## config.mk

```make
export PLATFORM = sky130hd
export DESIGN_NAME = instr_fetch_flat
export DESIGN_NICKNAME = d
export VERILOG_FILES = /design/src/rtl/instr_fetch_pkg.sv /design/src/rtl/instr_fetch_if.sv /design/src/rtl/instr_fetch_fetch_decode.sv /design/src/rtl/instr_fetch.sv /design/src/flat_wrapper.sv
export SDC_FILE = /design/constraint.sdc
export NUM_CORES = 1
export LEC_CHECK = 0
export ABC_CLOCK_PERIOD_IN_PS = 2750
export CORE_ASPECT_RATIO = 1.5
export CORE_MARGIN = 5
export CORE_UTILIZATION = 35
export DETAILED_ROUTE_END_ITERATION = 10
export PLACE_DENSITY = 0.71
export SYNTH_ARGS = -nofsm -noshare
export SYNTH_HDL_FRONTEND = slang
export SYNTH_SLANG_ARGS = --single-unit
```

## constraint.sdc

```tcl
create_clock -name clk_i -period 2.75 [get_ports clk_i]
set_input_delay 0.6875 -clock clk_i [delete_from_list [all_inputs] [get_ports clk_i]]
set_output_delay 0.6875 -clock clk_i [all_outputs]
set_load 0.02 [all_outputs]
```

## src/rtl/instr_fetch_pkg.sv

```systemverilog
// rtl/instr_fetch_pkg.sv - shared opcode constants, FSM state type and default PC width
// Purpose: constants and types shared by the fetch unit, its decoder and its interface.
// Contents: PC_W (default PC/ROM address width), OP_HALT / OP_BR / OP_BRB opcodes, state_e.
package instr_fetch_pkg;

  localparam int PC_W = 8;

  // Full-byte halt opcode; branches match on the top five bits only,
  // leaving inst[2:0] as the register holding the branch offset.
  localparam logic [7:0] OP_HALT = 8'b10001000;
  localparam logic [4:0] OP_BR   = 5'b11110;
  localparam logic [4:0] OP_BRB  = 5'b10110;

  typedef enum logic [1:0] {
    ST_IDLE = 2'd0,
    ST_RUN  = 2'd1,
    ST_HALT = 2'd2
  } state_e;

endpackage

```

## src/rtl/instr_fetch_if.sv

```systemverilog
// rtl/instr_fetch_if.sv - control, ROM and datapath signals of the fetch unit
// Purpose: bundles every non-clock/reset signal of instr_fetch.
// Modports:
//   master - the fetch unit: drives address_o, rs_o, inst_valid_o, done_o, retired_o;
//            samples start_i, start_addr_i, inst_i, flag_i, off_i.
//   slave  - the surrounding ROM/datapath/control: the opposite directions.
interface instr_fetch_if #(
  parameter int PC_W  = instr_fetch_pkg::PC_W,
  parameter int CNT_W = 16
);

  logic             start_i;
  logic [PC_W-1:0]  start_addr_i;
  logic [PC_W-1:0]  address_o;
  logic [7:0]       inst_i;
  logic             flag_i;
  logic [7:0]       off_i;
  logic [2:0]       rs_o;
  logic             inst_valid_o;
  logic             done_o;
  logic [CNT_W-1:0] retired_o;

  modport master (
    input  start_i,
    input  start_addr_i,
    output address_o,
    input  inst_i,
    input  flag_i,
    input  off_i,
    output rs_o,
    output inst_valid_o,
    output done_o,
    output retired_o
  );

  modport slave (
    output start_i,
    output start_addr_i,
    input  address_o,
    output inst_i,
    output flag_i,
    output off_i,
    input  rs_o,
    input  inst_valid_o,
    input  done_o,
    input  retired_o
  );

endinterface

```

## src/rtl/instr_fetch_fetch_decode.sv

```systemverilog
// rtl/instr_fetch_fetch_decode.sv - combinational opcode classifier for the fetch unit
// Purpose: flags the instruction byte as halt, forward branch or backward branch.
// Ports:
//   i_inst     - ROM data byte
//   o_is_halt  - inst is exactly the halt opcode
//   o_is_br    - inst is a forward branch (flag-conditional)
//   o_is_brb   - inst is a backward branch (flag-conditional)
module fetch_decode (
  input  logic [7:0] i_inst,
  output logic       o_is_halt,
  output logic       o_is_br,
  output logic       o_is_brb
);
  import instr_fetch_pkg::*;

  assign o_is_halt = (i_inst == OP_HALT);
  assign o_is_br   = (i_inst[7:3] == OP_BR);
  assign o_is_brb  = (i_inst[7:3] == OP_BRB);

endmodule

```

## src/rtl/instr_fetch.sv

```systemverilog
// rtl/instr_fetch.sv - program counter, next-PC selection and retire counter
// Purpose: sequences a program from start_addr_i until halt, one instruction per cycle,
//          resolving flag-conditional relative branches with no bubble.
// Ports:
//   clk_i  - clock, rising edge
//   rst_ni - asynchronous active-low reset
//   bus    - instr_fetch_if.master: start/start address in, ROM address out and data in,
//            flag/offset from the datapath, rs/valid/done/retired out
module instr_fetch #(
  parameter int PC_W  = instr_fetch_pkg::PC_W,
  parameter int CNT_W = 16
) (
  input  logic          clk_i,
  input  logic          rst_ni,
  instr_fetch_if.master bus
);
  import instr_fetch_pkg::*;

  state_e           r_state;
  state_e           w_state_nxt;
  logic [PC_W-1:0]  r_pc;
  logic [PC_W-1:0]  w_pc_nxt;
  logic [PC_W-1:0]  w_pc_inc;
  logic [PC_W-1:0]  w_off;
  logic [CNT_W-1:0] r_retired;
  logic [CNT_W-1:0] w_retired_nxt;
  logic             w_is_halt;
  logic             w_is_br;
  logic             w_is_brb;

  fetch_decode u_decode (
    .i_inst    (bus.inst_i),
    .o_is_halt (w_is_halt),
    .o_is_br   (w_is_br),
    .o_is_brb  (w_is_brb)
  );

  // Both the sequential step and the branch targets are relative to PC+1;
  // all sums truncate to PC_W bits so they wrap modulo 2^PC_W.
  assign w_pc_inc = r_pc + 1'b1;
  assign w_off    = PC_W'(bus.off_i);

  always_ff @(posedge clk_i or negedge rst_ni) begin
    if (!rst_ni) begin
      r_state   <= ST_IDLE;
      r_pc      <= '0;
      r_retired <= '0;
    end else begin
      r_state   <= w_state_nxt;
      r_pc      <= w_pc_nxt;
      r_retired <= w_retired_nxt;
    end
  end

  always_comb begin
    w_state_nxt   = r_state;
    w_pc_nxt      = r_pc;
    w_retired_nxt = r_retired;
    case (r_state)
      ST_IDLE, ST_HALT: begin
        if (bus.start_i) begin
          w_pc_nxt      = bus.start_addr_i;
          w_retired_nxt = '0;
          w_state_nxt   = ST_RUN;
        end
      end
      ST_RUN: begin
        // start_i is deliberately not looked at here: a running program
        // can only be stopped by halt or reset.
        if (r_retired != '1) begin
          w_retired_nxt = r_retired + 1'b1;
        end
        if (w_is_halt) begin
          w_state_nxt = ST_HALT;
        end else if (w_is_br && bus.flag_i) begin
          w_pc_nxt = w_pc_inc + w_off;
        end else if (w_is_brb && bus.flag_i) begin
          w_pc_nxt = w_pc_inc - w_off;
        end else begin
          w_pc_nxt = w_pc_inc;
        end
      end
      default: begin
        w_state_nxt = ST_IDLE;
      end
    endcase
  end

  assign bus.address_o    = r_pc;
  assign bus.rs_o         = bus.inst_i[2:0];
  assign bus.inst_valid_o = (r_state == ST_RUN);
  assign bus.done_o       = (r_state == ST_HALT);
  assign bus.retired_o    = r_retired;

endmodule
```

## src/flat_wrapper.sv

```systemverilog
// flat-port wrapper written by rule: the top's interface ports become plain ports
module instr_fetch_flat import instr_fetch_pkg::*;
#(
  parameter int PC_W  = instr_fetch_pkg::PC_W,
  parameter int CNT_W = 16
)
  (clk_i, rst_ni, bus_start_i, bus_start_addr_i, bus_address_o, bus_inst_i, bus_flag_i, bus_off_i, bus_rs_o, bus_inst_valid_o, bus_done_o, bus_retired_o);
  instr_fetch_if #(.PC_W(PC_W), .CNT_W(CNT_W)) bus_i ();
  input  logic clk_i;
  input  logic rst_ni;
  input wire logic [$bits(bus_i.start_i)-1:0] bus_start_i;
  input wire logic [$bits(bus_i.start_addr_i)-1:0] bus_start_addr_i;
  output wire logic [$bits(bus_i.address_o)-1:0] bus_address_o;
  input wire logic [$bits(bus_i.inst_i)-1:0] bus_inst_i;
  input wire logic [$bits(bus_i.flag_i)-1:0] bus_flag_i;
  input wire logic [$bits(bus_i.off_i)-1:0] bus_off_i;
  output wire logic [$bits(bus_i.rs_o)-1:0] bus_rs_o;
  output wire logic [$bits(bus_i.inst_valid_o)-1:0] bus_inst_valid_o;
  output wire logic [$bits(bus_i.done_o)-1:0] bus_done_o;
  output wire logic [$bits(bus_i.retired_o)-1:0] bus_retired_o;
  assign bus_i.start_i = bus_start_i;
  assign bus_i.start_addr_i = bus_start_addr_i;
  assign bus_address_o = bus_i.address_o;
  assign bus_i.inst_i = bus_inst_i;
  assign bus_i.flag_i = bus_flag_i;
  assign bus_i.off_i = bus_off_i;
  assign bus_rs_o = bus_i.rs_o;
  assign bus_inst_valid_o = bus_i.inst_valid_o;
  assign bus_done_o = bus_i.done_o;
  assign bus_retired_o = bus_i.retired_o;
  instr_fetch #(.PC_W(PC_W), .CNT_W(CNT_W)) u_core (.clk_i(clk_i), .rst_ni(rst_ni), .bus(bus_i));
endmodule
```

# [Word level (Yosys, flattened, before mapping)]
# Index checks and enable logic that the tools add are counted.
[word_totals] wordCells=36 reg_bits=26 out_inout_bits=29 in_bits=28
[op_classes] addsub=4 n_mux=11 n_reduce_logical=8 n_eq_ne=10
[ops] operator="$mux W16" n=2
[ops] operator="$mux W8" n=4
[ops] operator="$pmux W16 S2" n=1
[ops] operator="$add A16 B1 Y16 const B" n=1
[ops] operator="$ne A16 B16 Y1 const B" n=1
[ops] operator="$pmux W8 S2" n=1
[ops] operator="$eq A5 B5 Y1 const B" n=2
[ops] operator="$add A8 B1 Y8 const B" n=1
[ops] operator="$add A8 B8 Y8" n=1
[ops] operator="$eq A8 B8 Y1 const B" n=1
[ops] operator="$sub A8 B8 Y8" n=1
[ops] operator="$reduce_and A3 Y1" n=2
[ops] operator="$mux W2" n=2
[ops] operator="$ne A2 B1 Y1 const B" n=2
[ops] operator="$ne A2 B2 Y1 const B" n=2
[ops] operator="$pmux W2 S2" n=1
[ops] operator="$eq A2 B1 Y1 const B" n=1
[ops] operator="$eq A2 B2 Y1 const B" n=1
[ops] operator="$logic_and A1 B1 Y1" n=2
[ops] operator="$logic_not A2 Y1" n=1
[ops] operator="$reduce_and A2 Y1" n=1
[ops] operator="$reduce_bool A2 Y1" n=1
[ops] operator="$reduce_or A2 Y1" n=1

# [Depth between registers and ports, before layout]
# Gate-level depths: netlist of run 1.
[logic_depth] ltp_word=6 ltp_mapped=12 depth_no_buf=12

# [By module]
# Synthesis of run 1 repeated with hierarchy kept, for this count alone.
[unflattened] hier_cells=277 hier_area_um2=2302.2
[modules_own_cells] mod="instr_fetch" seq_area_each_um2=650.6 instances=1 cells_per_inst=270 area_per_inst_um2=2255.9
[modules_own_cells] mod="fetch_decode" seq_area_each_um2=0.0 instances=1 cells_per_inst=7 area_per_inst_um2=46.3

# [Least setup slack after synthesis of run 1]
# Ideal clock, no wire load.
[synth_path] path_kind="register -> register" start="reg u_core.r_pc[0], in the netlist u_core.bus.address_o[0]" end="reg u_core.r_pc[7], in the netlist u_core.bus.address_o[7]" setup_ps=131 t_arrival_ps=2555 period_less_slack_ps=2686 setup_slack_ps=64 stages_incl_launch_ff=13 n_path_buf=1 path_cell_list="dfrtp_1 -> ha_1 -> nand3_1 -> xnor2_1 -> ha_1 -> buf_2 -> o211ai_1 -> a21oi_1 -> or3_1 -> a21oi_1 -> xnor2_1 -> a311oi_1 -> a21oi_1"
[synth_via] elab_chain_len=6 word_cells_on_any_way=7
[synth_rtl] item="start: declaration" line_no="instr_fetch.sv:21" text="logic [PC_W-1:0] r_pc;"
[synth_rtl] item="start signal: assignment" line_no="instr_fetch.sv:50" text="r_pc <= w_pc_nxt;"
[synth_rtl] item="$add A8 B1 Y8 *" line_no="instr_fetch.sv:40" text="assign w_pc_inc = r_pc + 1'b1;"
[synth_rtl] item="$sub A8 B8 Y8" line_no="instr_fetch.sv:78" text="w_pc_nxt = w_pc_inc - w_off;"
[synth_rtl] item="$mux W8" line_no="instr_fetch.sv:77" text="end else if (w_is_brb && bus.flag_i) begin"
[synth_rtl] item="$mux W8 *" line_no="instr_fetch.sv:75" text="end else if (w_is_br && bus.flag_i) begin"
[synth_rtl] item="$mux W8 *" line_no="instr_fetch.sv:73" text="if (w_is_halt) begin"
[synth_rtl] item="$pmux W8 S2 *" line_no="instr_fetch.sv:59" text="case (r_state)"
# Mark *: on every way between the ends. The rest lies on a longest branch, timed or not. The select of a mux whose other input is x is not followed.
# A chain may end at the register's enable or synchronous reset.

# [Worst setup path after layout of run 1]
[layout_path] start="in bus_off_i[4]" end="reg u_core.r_pc[7], in the netlist u_core.bus.address_o[7]"
[layout_via] elab_chain_len=5 word_cells_on_any_way=6
[layout_rtl] item="start: declaration" line_no="flat_wrapper.sv:16" text="input wire logic [$bits(bus_i.off_i)-1:0] bus_off_i;"
[layout_rtl] item="$sub A8 B8 Y8" line_no="instr_fetch.sv:78"
[layout_rtl] item="$mux W8" line_no="instr_fetch.sv:77"
[layout_rtl] item="$mux W8 *" line_no="instr_fetch.sv:75"
[layout_rtl] item="$mux W8 *" line_no="instr_fetch.sv:73"
[layout_rtl] item="$pmux W8 S2 *" line_no="instr_fetch.sv:59"
# Marked as above.

==> impl_results.md, run 1 <==
* Post-route DRC at 0
* Cell Area, Synth at 0.00216 mm²
* First-pass GRT wire length at 9800 µm
* Root Driver: clkbuf_8
* Via count at 2088
* Clk sink count at 26
* Asr flop ratio synth at 1.00
* VDD IR-drop max at 526 µV
* Area leader, netlist: dfrtp_1
* Mean post-synth cell area at 8.42 µm²
* Ports at 57
* Critical path startpoint: bus_off_i[4]
* Worst EP arrival at 2770 ps
* Final hold vios at 0
* Max Root-Sink Buffers at 2
* Post-Synthesis Cells at 257
* Reg2reg start: u_core.bus.address_o[0]
* Crit Path Class: primary input to register
* CP Launch Type: primary input
* Finished Layout Cells at 403
* Seq cells post-synth at 26
* Fraction of layout cells with a size suffix above 1 at 0.137
* Fmax at 0.381 GHz
* Post-DRT Antenna Nets at 0
* Antenna violations before repair at 0
* CP max FO at 6
* Synth area leaders: dfrtp_1 30%, ha_1 9.3%, nor2_1 6.4%, xnor2_1 5.7%, xor2_1 4.9%
* Most common cell in the synthesized netlist: nor2_1
* Cells after DPL at 400
* CP endpoint kind: register
* Synth-to-layout area growth at 38.8%
* Max-cap viol count at 0
* Gr ovfl total at 0
* Status: complete, no violations
* Die boundary width at 74.2 µm
* Net Count, Synth at 303
* Die ar. at 0.00789 mm²
* Ant diodes at 0
* Height of the die at 106 µm
* Static leakage at 1.29 nW
* HP Start: u_core.bus.retired_o[6]
* Post-route setup slack at 127 ps
* Final GP Congestion at 0.814
* Final #Nets at 377
* Via density per instance at 5.18
* Largest net degree at the start of global routing at 27
* Register area share after synthesis at 0.301
* DRT Pass-1 Iters at 5
* Setup Skew at 1.83 ps
* Clock insertion delay at the later pin of the skew report at 270 ps
* EDFF count, synth at 0
* FP Rows at 35
* Cts hold-fix bufs at 0
* Detailed placer's ending HPWL at 4780 µm
* Worst-margin pin slew at 357 ps
* Starting density of the core at 0.355
* Final wirelength at 5990 µm
* Final Cycle Share at 0.954
* Fin area at 0.00300 mm²
* # port buffers at 56
* Core box area at 0.00609 mm²
* Fin. max-slew vios at 0
* YS warnings at 0
* Area of the multi-input gates at 0.00141 mm²
* Cell Area, Placed at 0.00294 mm²
* Unrepaired setup endpoints after global routing: false
* Total power at 0.00293 W
* Commonest cells in the netlist: 37 x nor2_1, 26 x dfrtp_1, 16 x ha_1, 16 x inv_1
* Sequential Area at 651 µm²
* WL/cell at 14.9 µm
* Total GRT Usage at 0.156
* Relative slew slack at 0.762
* Total CTS buffers at 3
* Hold crit path type: register to register
* Vias in the first global route at 2142
* Clk slew on worst S/H paths at 90 ps
* Power per cell area at 977 mW/mm²
* Place WS at -143 ps
* Yosys top cell area share at 0.301
* Starting DRT DRC Count at 47
* Synth cell types at 54
* Final setup fails at 0
* Post-synth top flop: dfrtp_1
* Fin crit period at 2620 ps
* Clock tree from TritonCTS: done
* Worst EP required at 2900 ps
* Filler cells at 601
* Hold slack at 594 ps
* H-tree depth at 1
## through the flow
stage	setup TNS, ps	util
after floorplan	0	-
after global placement	-290	0.483
after detailed placement	-386	0.483
after CTS	0	0.490
after global routing	0	0.493
final	0	0.493
## report_power, final
| part | switching, W | total [W] | leakage (nW) | internal, W |
|---|---|---|---|---|
| Combinational | 0.00107 | 0.00207 | 0.933 | 0.00100 |
| Sequential | 0.000151 | 0.000644 | 0.333 | 0.000493 |
| Clock | 0.000116 | 0.000214 | 0.0216 | 0.0000982 |
| Total | 0.00134 | 0.00293 | 1.29 | 0.00159 |
## kinds of logic (layout without fill, tap and decap cells)
logic type | count (synthesis) | in the layout | synth area share
compound gates | 52 | 52 | 0.166
xor+xnor | 26 | 26 | 0.105
fa+ha+maj | 18 | 18 | 0.111
buf+inv | 28 | 100 | 0.0555
flops | 26 | 26 | 0.301
mux | 1 | 1 | 0.00520
simple gates | 106 | 106 | 0.256
## flip-flops by register name, indices dropped and copies added, names as in the netlist
register,cells
u_core.r_state,2
u_core.bus.address_o,8
u_core.bus.retired_o,16
## critical path, stage by stage
cell,delay (ps)
clkdlybuf4s50_1,470
inv_1,50
ha_1,360
o211ai_1,110
a21oi_1,90
or3_1,350
a21oi_1,180
xnor2_1,90
a311oi_1,280
a21oi_1,100
## cell usage in the layout, fill, tap and decap left out, types with 2 or more instances in the layout
cell type        count
clkbuf_8             3
dfrtp_1             26
nor3_1               6
nand2_1             15
nor2b_1              7
xnor2_1             13
o21ai_0              9
clkdlybuf4s50_1     56
inv_1               16
a211o_1              2
nor3_2               2
xor2_1              12
a21oi_1             14
o31ai_1              3
nor2_1              37
nand3_1             15
nor2_2               2
o41ai_1              2
ha_1                15
or3_4                2
nand4_1              4
o21bai_1             4
nand2b_1             4
a211oi_1             4
buf_4               24
## per-layer routing
layer	wire, µm	global-route usage	part of all wire
met5	0	0	0
met4	131	0.0453	0.022
met1	2290	0.180	0.38
met3	307	0.0284	0.051
met2	3260	0.284	0.54
## timing repair
action                     CTS  global route
setup endpoints to repair    0             2
setup buffers                0             0
resized for setup            0             4
## area by class of cell
type | count | share of cell area
Tap cell | 74 | 0.0308
Multi-Input combinational cell | 203 | 0.471
Clock buffer | 3 | 0.0138
Inverter | 17 | 0.0213
Timing Repair Buffer | 80 | 0.247
Sequential cell | 26 | 0.217
## final timing paths
path,cells past startpoint,slack (ps),end
max,10,130,u_core.bus.address_o[7]
min,2,590,u_core.bus.retired_o[6]
max reg2reg,11,180,u_core.bus.address_o[7]
min reg2reg,2,590,u_core.bus.retired_o[6]
max in group asynchronous,2,1710,u_core.bus.retired_o[13]
min in group asynchronous,2,780,u_core.bus.retired_o[1]
Power figures use the tool's default switching activity.
==> run 2, diff against run 1 <==
- SLEW_MARGIN: unset -> 15
==> results of run 2 <==
Same layout as run 1: the final DEF is identical, and so are final timing and power.
==> run 3, diff against run 2 <==
- CTS_CLUSTER_DIAMETER: unset -> 60
- MAX_ROUTING_LAYER: unset -> met4
- RECOVER_POWER: unset -> 100
==> run 3 against run 2 <==
  * Cell area fell by 2.0%
  * Sequential share of layout area rose by 0.45 points
  * Flip-flop and latch count unchanged
  * Sequential power is 0.9% lower
  * Worst hold slack better by 5.6 ps
  * Worst setup slack improved by 12 ps
  * Clock-buffer cell count is the same
  * Register-to-register slack about the same
  * Critical path depth did not move
  * Critical path type unchanged
  * Largest power group unchanged
==> impl_results.md, run 3 (synthesis gave the netlist of run 1 again) <==
* Total GRT Usage at 0.161 (was 0.156)
* Clock tree from TritonCTS: done (unchanged)
* CP max FO at 6 (unchanged)
* Core box area at 0.00609 mm² (unchanged)
* Total CTS buffers at 3 (unchanged)
* Fmax at 0.383 GHz (was 0.381 GHz)
* Final setup TNS at 0 ps (unchanged)
* Total power at 0.00286 W (was 0.00293 W)
* Fraction of layout cells with a size suffix above 1 at 0.100 (was 0.137)
* # port buffers at 56 (unchanged)
* Most used cell, CP: a21oi_1 (unchanged)
* Cts hold-fix bufs at 0 (unchanged)
* Hold crit path type: register to register (unchanged)
* Most frequent cells in the layout: 39 x nor2_1, 32 x dlygate4sd3_1, 26 x dfrtp_1, 24 x clkdlybuf4s50_1, 21 x buf_4 (was 56 x clkdlybuf4s50_1, 37 x nor2_1, 26 x dfrtp_1, 24 x buf_4, 16 x inv_1)
* Die boundary width at 74.2 µm (unchanged)
* Final Cycle Share at 0.950 (was 0.954)
* Fin. max-slew vios at 0 (unchanged)
* Worst EP arrival at 2760 ps (was 2770 ps)
* Crit path cell chain: clkdlybuf4s50_1, inv_1, ha_1, o211ai_1, a21oi_1, or3_1, a21oi_1, xnor2_1, a311oi_1, a21oi_1 (unchanged)
* Max Root-Sink Buffers at 2 (unchanged)
* Starting density of the core at 0.355 (unchanged)
* FP Rows at 35 (unchanged)
* Final #Nets at 377 (unchanged)
* Fin crit period at 2610 ps (was 2620 ps)
* Worst-margin pin slew at 1450 ps (was 357 ps)
* Die ar. at 0.00789 mm² (unchanged)
* Status: complete, no violations (unchanged)
* Post-route DRC at 0 (unchanged)
* Post-CTS setup buffer count at 0 (unchanged)
* Final hold vios at 0 (unchanged)
* Ports at 57 (unchanged)
* CP endpoint kind: register (unchanged)
* Synth-to-layout area growth at 35.9% (was 38.8%)
* Unrepaired setup endpoints after global routing: false (unchanged)
* Relative slew slack at 0.0321 (was 0.762)
* VDD IR-drop max at 502 µV (was 526 µV)
* Via density per instance at 5.14 (was 5.18)
* Clk slew on worst S/H paths at 90 ps (about the same)
* Power per cell area at 972 mW/mm² (was 977 mW/mm²)
* Worst EP required at 2900 ps (about the same)
* WL/cell at 14.8 µm (was 14.9 µm)
* H-tree depth at 1 (unchanged)
* Setup Skew at 1.15 ps (was 1.83 ps)
* Height of the die at 106 µm (unchanged)
* Gr ovfl total at 0 (unchanged)
* Final GP Congestion at 0.826 (was 0.814)
* Ant diodes at 0 (unchanged)
* CP Launch Type: primary input (unchanged)
* DRT Pass-1 Iters at 4 (was 5)
* Hold slack at 599 ps (was 594 ps)
* Crit Path Class: primary input to register (unchanged)
* Clk sink count at 26 (unchanged)
* CP max stage cell: clkdlybuf4s50_1 (unchanged)
* Post-DRT Antenna Nets at 0 (unchanged)
* Final wirelength at 5980 µm (was 5990 µm)
* Antenna violations before repair at 0 (unchanged)
* Commonest non-fill, non-tap cell in the layout: nor2_1 (was clkdlybuf4s50_1)
* Final setup fails at 0 (unchanged)
* Max reg flops at 16 (unchanged)
* Starting DRT DRC Count at 52 (was 47)
* Largest net degree at the start of global routing at 27 (unchanged)
* Final Core Density at 0.483 (was 0.493)
* CP delay by family, top: compound AO/OA/AOI/OAI gates (unchanged)
* Static leakage at 1.32 nW (was 1.29 nW)
* Via count at 2071 (was 2088)
* First-pass GRT wire length at 9790 µm (was 9800 µm)
* Critical Path Max Stage Delay at 470 ps (about the same)
* Vias in the first global route at 2144 (was 2142)
* Clock insertion delay at the later pin of the skew report at 260 ps (was 270 ps)
* Max-cap viol count at 0 (unchanged)
* Root Driver: clkbuf_8 (unchanged)
* Detailed placer's ending HPWL at 4780 µm (unchanged)
* CP bufs+invs at 2 (unchanged)
-- run 3: cell count changes in the layout (fill, tap and decap cells not counted), moves of 2 or more --
cell / change
nor3_1: +2
nor2_2: -2
dlygate4sd3_1: +32
or3_1: +2
clkdlybuf4s50_1: -32
nor3_2: -2
nor2_1: +2
clkbuf_1: +3
buf_4: -3
or3_4: -2
-- run 3: tightest hold or removal path: cells and delay by family, from the launching register on --
kind / cells / cell delay, ps
simple gates: 1 / 90
xor+xnor: 1 / 80
flops: 1 / 390
-- run 3: metal layers --
metal	vias up	GRT usage	wire length, µm
met5	-	-	0
met4	0	0.0453	121
met3	9	0.0199	216
met2	43	0.284	3250
met1	983	0.186	2390
li1	1036	-	-
-- run 3: final timing paths --
path / from / slack, ps / cells after the start / endpoint
min in group asynchronous: rst_ni / 1280 / 2 / u_core.bus.retired_o[15]
max reg2reg: u_core.bus.address_o[0] / 190 / 11 / u_core.bus.address_o[7]
max: bus_off_i[4] / 140 / 10 / u_core.bus.address_o[7]
min: u_core.bus.retired_o[6] / 600 / 2 / u_core.bus.retired_o[6]
max in group asynchronous: rst_ni / 620 / 2 / u_core.bus.address_o[6]
min reg2reg: u_core.bus.retired_o[6] / 600 / 2 / u_core.bus.retired_o[6]
-- run 3: final cells by class --
class / instances / area (µm²)
Sequential cell: 26 / 651
Fill cell: 613 / 3150
Clock buffer: 3 / 41.3
Multi-Input combinational cell: 203 / 1360
Tap cell: 74 / 92.6
Inverter: 17 / 63.8
Timing Repair Buffer: 80 / 729
-- run 3: power breakdown --
part | internal, W | switching (W)
Combinational | 0.000946 | 0.00106
Clock | 0.0000981 | 0.000116
Sequential | 0.000493 | 0.000145
-- run 3: stage by stage --
stage	instances	area, µm²	worst slack, ps
3_5_place_dp	400	2940	-143
3_3_place_gp	400	2940	-118
5_1_grt	403	2940	5.84
2_1_floorplan	257	2160	64.0
6_report	403	2940	138
4_1_cts	403	2980	127
-- run 3: timing repair --
item                                   4_1_cts  5_1_grt
endpoints found under the hold margin        0        0
gates resized for setup                      0        4
setup endpoints to repair                    0        2
